### src/rtl/pc_sequencer.sv
// pc_sequencer: instruction-fetch controller for the MIPS core.
// Owns the PC register, drives the imem request/ack handshake, buffers one
// fetched instruction for decode and applies redirects resolved by decode.
// Optional exception entry is built when PCSEQ_EXC_EN is defined.
//
// state | meaning
// ------+-------------------------------------------------------------
// REQ   | fetch request at curPC outstanding (imem_req=1)
// VALID | instr/instr_pc hold a valid instruction for decode
// DROP  | killed request still in flight at the old address; data discarded
module pc_sequencer #(
    parameter logic [31:0] RESET_PC   = 32'h0000_0000
`ifdef PCSEQ_EXC_EN
    ,
    parameter logic [31:0] EXC_VECTOR = 32'h0000_0180
`endif
) (
    input  logic        CLK,
    input  logic        RST,
    input  logic [1:0]  PCSrc,
    input  logic        redir_valid,
    input  logic [31:0] redir_pc,
    input  logic [31:0] immediate,
    input  logic [25:0] addr,
    input  logic [31:0] rs,
    input  logic        stall,
    output logic        imem_req,
    output logic [31:0] imem_addr,
    input  logic        imem_ack,
    input  logic [31:0] imem_rdata,
    output logic        instr_valid,
    output logic [31:0] instr,
    output logic [31:0] instr_pc,
    input  logic        instr_ready,
`ifdef PCSEQ_EXC_EN
    input  logic        exc,
    output logic [31:0] epc,
`endif
    output logic [31:0] curPC
);

    typedef enum logic [1:0] {
        S_REQ   = 2'd0,
        S_VALID = 2'd1,
        S_DROP  = 2'd2
    } state_t;

    state_t      state_q, state_d;
    logic [31:0] pc_q, pc_d;
    logic [31:0] instr_q, instr_d;
    logic [31:0] instr_pc_q, instr_pc_d;
    logic [31:0] drop_addr_q, drop_addr_d;
`ifdef PCSEQ_EXC_EN
    logic [31:0] epc_q, epc_d;
`endif

    logic [31:0] seq_pc;
    logic [31:0] redir_target;
    logic        take;
    logic [31:0] take_target;

    // Redirect target for each control-transfer kind.
    always_comb begin
        seq_pc       = redir_pc + 32'd4;
        redir_target = seq_pc;
        case (PCSrc)
            2'b01:   redir_target = seq_pc + (immediate << 2);
            2'b10:   redir_target = rs & 32'hFFFF_FFFC;
            2'b11:   redir_target = {seq_pc[31:28], addr, 2'b00};
            default: redir_target = seq_pc;
        endcase
    end

    // Exceptions reuse the redirect kill path, with priority over redirects.
    always_comb begin
`ifdef PCSEQ_EXC_EN
        take        = exc | redir_valid;
        take_target = exc ? EXC_VECTOR : redir_target;
`else
        take        = redir_valid;
        take_target = redir_target;
`endif
    end

    // Next-state and datapath updates.
    always_comb begin
        state_d     = state_q;
        pc_d        = pc_q;
        instr_d     = instr_q;
        instr_pc_d  = instr_pc_q;
        drop_addr_d = drop_addr_q;
`ifdef PCSEQ_EXC_EN
        epc_d       = epc_q;
        if (exc) begin
            epc_d = (state_q == S_VALID) ? instr_pc_q : pc_q;
        end
`endif
        case (state_q)
            S_REQ: begin
                if (take) begin
                    pc_d        = take_target;
                    drop_addr_d = pc_q;
                    state_d     = imem_ack ? S_REQ : S_DROP;
                end else if (imem_ack) begin
                    instr_d    = imem_rdata;
                    instr_pc_d = pc_q;
                    pc_d       = pc_q + 32'd4;
                    state_d    = S_VALID;
                end
            end
            S_VALID: begin
                if (take) begin
                    pc_d    = take_target;
                    state_d = S_REQ;
                end else if (instr_ready && !stall) begin
                    state_d = S_REQ;
                end
            end
            S_DROP: begin
                if (take) begin
                    pc_d = take_target;
                end
                if (imem_ack) begin
                    state_d = S_REQ;
                end
            end
            default: state_d = S_REQ;
        endcase
    end

    // State and datapath registers; reset abandons any outstanding request.
    always_ff @(posedge CLK) begin
        if (RST) begin
            state_q     <= S_REQ;
            pc_q        <= RESET_PC;
            instr_q     <= 32'd0;
            instr_pc_q  <= 32'd0;
            drop_addr_q <= 32'd0;
`ifdef PCSEQ_EXC_EN
            epc_q       <= 32'd0;
`endif
        end else begin
            state_q     <= state_d;
            pc_q        <= pc_d;
            instr_q     <= instr_d;
            instr_pc_q  <= instr_pc_d;
            drop_addr_q <= drop_addr_d;
`ifdef PCSEQ_EXC_EN
            epc_q       <= epc_d;
`endif
        end
    end

    // Request is gated by RST so nothing is issued while reset is held.
    always_comb begin
        imem_req    = !RST && (state_q != S_VALID);
        imem_addr   = (state_q == S_DROP) ? drop_addr_q : pc_q;
        instr_valid = (state_q == S_VALID);
        instr       = instr_q;
        instr_pc    = instr_pc_q;
        curPC       = pc_q;
`ifdef PCSEQ_EXC_EN
        epc         = epc_q;
`endif
    end

endmodule

### config.mk
export PLATFORM = sky130hd
export DESIGN_NAME = pc_sequencer
export DESIGN_NICKNAME = d
export VERILOG_FILES = /design/src/rtl/pc_sequencer.sv
export SDC_FILE = /design/constraint.sdc
export NUM_CORES = 1
export LEC_CHECK = 0
export ABC_AREA = 1
export BUFFER_PORTS_ARGS = -buffer_cell sky130_fd_sc_hd__buf_2
export CORE_ASPECT_RATIO = 1.1
export CORE_MARGIN = 3
export CORE_UTILIZATION = 53
export DETAILED_ROUTE_END_ITERATION = 8
export PLACE_DENSITY = 0.88
export SYNTH_ARGS = -nofsm -noshare
export SYNTH_HDL_FRONTEND = slang
export SYNTH_SLANG_ARGS = --single-unit
### constraint.sdc
create_clock -name CLK -period 9.2 [get_ports CLK]
set_input_delay 1.84 -clock CLK [delete_from_list [all_inputs] [get_ports CLK]]
set_output_delay 1.84 -clock CLK [all_outputs]
set_load 0.05 [all_outputs]
# Yosys cells after proc, flatten, opt, wreduce, memory -nomap -nowiden
# Index checks and enable logic that the tools add are counted.
totals:
  out_inout_bits: 130
  regBits: 130
  input_bits: 162
  word_cells: 43
classes:
  reduce_logical: 11
  bitwise: 1
  eq_ne: 10
  muxes: 13
  add_sub_neg: 3
ops:
  columns: ["operator", "count"]
  rows:
  - ["$mux 32", 4]
  - ["$pmux 32 s3", 1]
  - ["$add 32x3->32 const B", 2]
  - ["$pmux 32 s2", 1]
  - ["$add 32x32->32", 1]
  - ["$mux 2", 6]
  - ["$reduce_and 3->1", 3]
  - ["$eq 2x2->1 const B", 3]
  - ["$pmux 2 s3", 1]
  - ["$eq 2x1->1 const B", 2]
  - ["$ne 2x1->1 const B", 2]
  - ["$ne 3x2->1 const B", 1]
  - ["$ne 3x3->1 const B", 1]
  - ["$logic_and 1x1->1", 2]
  - ["$logic_not 1->1", 2]
  - ["$logic_not 2->1", 1]
  - ["$ne 2x2->1 const B", 1]
  - ["$reduce_and 2->1", 1]
  - ["$reduce_bool 2->1", 1]
  - ["$reduce_or 2->1", 1]
  - ["$not 1->1", 1]

# Logic depth before layout (Yosys ltp)
logic_depth:
  ltp_word: 5
  depth_mapped: 26
  mapped_depth_nobuf: 26

# Worst setup path before layout
# No wires, ideal clock.
synth_path:
  kind: "input -> output"
  from: "input port RST"
  to: "output port imem_req"
  setup_slack_ns: 4.473
  path_buffers: 2
  stages: 3
  required_time_ns: 7.360
  arrival_time_ns: 2.887
  cell_sequence: "clkbuf_1 > clkbuf_1 > nor2_1"
synth_between:
  elab_chain_len: 2
synth_rtl:
  columns: ["element", "line", "rtl"]
  rows:
  - ["from (decl)", "19", "input logic RST,"]
  - ["$logic_not 1->1", "156", "imem_req = !RST && (state_q != S_VALID);"]
  - ["$logic_and 1x1->1", "156", null]
  - ["to (decl)", "27", "output logic imem_req,"]
# Every way passes these cells.

# Worst setup path in the final report
layout_path:
  from: "input port redir_pc[2]"
  to: "register pc_q[19], in the netlist curPC[19]"
layout_between:
  elab_chain_len: 5
  elab_cells_between_ends: 6
  cone_classes: "add/sub: 2; mux: 4"
layout_rtl:
  columns: ["element", "line", "rtl"]
  rows:
  - ["from (decl)", "22", "input logic [31:0] redir_pc,"]
  - ["$add 32x3->32 *", "64", "seq_pc = redir_pc + 32'd4;"]
  - ["$add 32x32->32", "67", "2'b01: redir_target = seq_pc + (immediate << 2);"]
  - ["$pmux 32 s3 *", "66", "case (PCSrc)"]
  - ["$mux 32, on equally long branches", "112, 120, 100", null]
  - ["$pmux 32 s2 *", "98", "case (state_q)"]
  - ["to (signal assigned)", "144", "pc_q <= pc_d;"]
  - ["to (decl)", "49", "logic [31:0] pc_q, pc_d;"]
# Every way passes the cells marked *; elsewhere a longest branch is shown, timed or not. The select of a mux whose other input is x is not followed.
# A chain may end at the register's enable or synchronous reset.

==> out/metrics.yaml <==
grt.busiest_layer: "met2"
io-pin-count: 292
fin_ws_ns: 4.464
rsz0062_at_grt: "no"
grt-ovfl-total: 0
p_leak_uw: 0.006057
ir_worst_vdd_mv: 0.1592
root_buffer: "clkbuf_16"
wl_mm: 36.33
fin_skew_ns: 0.007356
ant_nets: 0
max-cap-violations: 0
tns_ns: 0
fin_crit_ns: 4.736
yosysTopAreaCellShare_pct: 26.96
ctsResizeCount: 0
cp.arrival_ns: 5.01
slew_viol_final: 0
vias_per_cell: 5.544
preCtsSetupSlack_ns: 4.122
clk_pin_slew_worst_paths_ns: 0.06
diodes: 0
grt_antenna_before_repair: 0
path_cells: "buf_2 -> ha_1 -> nand2_1 -> nor2_2 -> nand2_1 -> nor3_1 -> xnor2_1 -> inv_1 -> ha_1 -> nand2_1 -> nor2_1 -> inv_1 -> nor2_1 -> nand4_1 -> nand3_1 -> nand2_1 -> nand3_1 -> nand4_1 -> nand2_1 -> a21oi_1"
postSynth.asyncResetShare_pct: 0
dieWidth_um: 134.7
synth_edf_count: 0
grt_pass1_vias: 10910
ys_ff_latch: 130
hold_buffers: 0
cp_max_fo: 6
coreArea_um2: 17800
synth_area_per_cell_um2: 5.999
crit_top_cell: "nand2_1"
synthTopCellsByCount: "nand2_1 (398), inv_1 (204), nor2_1 (192)"
drtIter0Drc: 1088
met3_usage_pct: 5.990
cts_setup_buffers: 0
max_freq_ghz: 0.2112
drc_errors: 0
h-tree-depth: 4
crit_required_ns: 9.48
crit_type: "primary input to flip-flop"
die-area_um2: 19870
die_h_um: 147.5
final_core_util_pct: 66.31
synth.distinct_cells: 38
clk_latency_ns: 0.41
cts_buffers: 17
synth.most_common_cell: "nand2_1"
synth_seq_area_share_pct: 26.96
hold_class: "flip-flop to flip-flop"
grtUsageTotal_pct: 35.31
critical-path-max-stage-delay_ns: 0.39
routabilityCongestion: 1.040
maxSlewHeadroom_pct: 33.91
cts_tree: "yes"
grt_start_max_net_pins: 85
synthToLayoutAreaGrowth_pct: 22.31
start_util_pct: 54.21
power_density_nw_per_um2: 183.3
layout-drive-gt1-share_pct: 19.68
tightest_slew_ns: 0.9913
netlist_area_um2: 9652
setup_viol: 0
final_nets: 2064
numClockSinks: 130
synth_nets: 1811
synth_area_leaders: "dfxtp_1 (27%), nand2_1 (15%), o21ai_0 (9.5%)"
finalHoldViolCount: 0
critPathCaptureType: "flip-flop"
ys_warn_count: 0
dp_hpwl_mm: 28.18
synth_flop_cell: "dfxtp_1"
critical_path.startpoint_type: "primary input"
cp_slowest_cell: "ha_1"
status: "completed"
placed_area_um2: 11220
first_pass_iters: 5
stdcell_area_um2: 11810
io_buffers: 287
period_share_pct: 51.48
placementRows: 51
cts_max_path_buffers: 2
grt_pass1_wl_mm: 56.11
yosys.area.top_type: "dfxtp_1"
finalPower_uw: 2163
use_met2_pct: 57.33
via_count: 11710
postSynthCellCount: 1609
routedWlPerCell_um: 17.19
gr-usage-met1_pct: 45.54
-- kinds of logic (layout without fill, tap and decap cells) --
group / count (synthesis) / after routing / synth area share, %
AND/OR/NAND/NOR: 778 / 778 / 34.74
AO/OA/AOI/OAI: 373 / 373 / 20.70
buffers and inverters: 268 / 534 / 10.51
flip-flops: 130 / 130 / 26.96
adder cells (fa/ha/maj): 40 / 40 / 5.263
XOR/XNOR: 20 / 20 / 1.815
-- report_power, final --
group          switching, uW  total, uW  internal, uW
clock                    270        673           403
combinational            607        811           204
sequential              55.8        679           624
-- metrics by stage --
| step | instances | hold WS (ns) |
|---|---|---|
| global placement | 2081 | 0.4629 |
| floorplan | 1609 | 0.4549 |
| global route | 2113 | 0.5133 |
| CTS | 2113 | 0.4862 |
| finish | 2113 | 0.4868 |
| detailed placement | 2081 | 0.4721 |
-- worst max-delay path: cells and delay by family --
kind,cells,cell delay [ns]
and+or+nand+nor,13,1.94
adders and majority gates,2,0.59
buffers and inverters,3,0.31
xor gates and xnor gates,1,0.26
AOI/OAI and AO/OA,1,0.06
-- flip-flops by register name, indices dropped and copies added (netlist names) --
register     flops
drop_addr_q     32
state_q          2
curPC           32
instr           32
instr_pc        32
-- cells in the final DEF, fill, tap and decap left out, drive strengths merged, types with 4 or more instances in the layout --
cell	instances
nand2	405
buf	295
inv	211
nor2	204
o21ai	190
a21oi	135
dfxtp	130
nand3	95
ha	39
nand4	24
nor3	23
clkbuf	18
xor2	12
o211ai	12
o21bai	9
or2	9
xnor2	8
nand3b	8
nor4	8
a22o	7
a221oi	6
a31oi	5
clkinv	5
o22ai	4
-- layout make-up --
type / count / area (um2)
inverter: 207 / 777.0
multi-input combinational: 1211 / 6047
clock inverter: 14 / 155.1
sequential: 130 / 2603
tap: 238 / 297.8
fill: 1646 / 5998
clock buffer: 18 / 429.2
timing repair buffer: 295 / 1496
-- routing by layer --
metal | vias up | part of all wire [%]
met3 | 86 | 8.3
met4 | 0 | 4.8
met5 | - | 0
met2 | 589 | 46
met1 | 5280 | 41
li1 | 5759 | -
-- worst paths after layout --
| check | depth (start not counted) | endpoint | slack (ns) | from |
|---|---|---|---|---|
| worst max-delay path | 20 | curPC[19] | 4.46 | redir_pc[2] |
| worst min-delay path | 2 | drop_addr_q[13] | 0.49 | drop_addr_q[13] |
| worst max register to register | 8 | instr[17] | 6.34 | state_q[1] |
| worst min register to register | 2 | drop_addr_q[13] | 0.49 | drop_addr_q[13] |
Note: power is estimated with default switching activity, not from simulation.
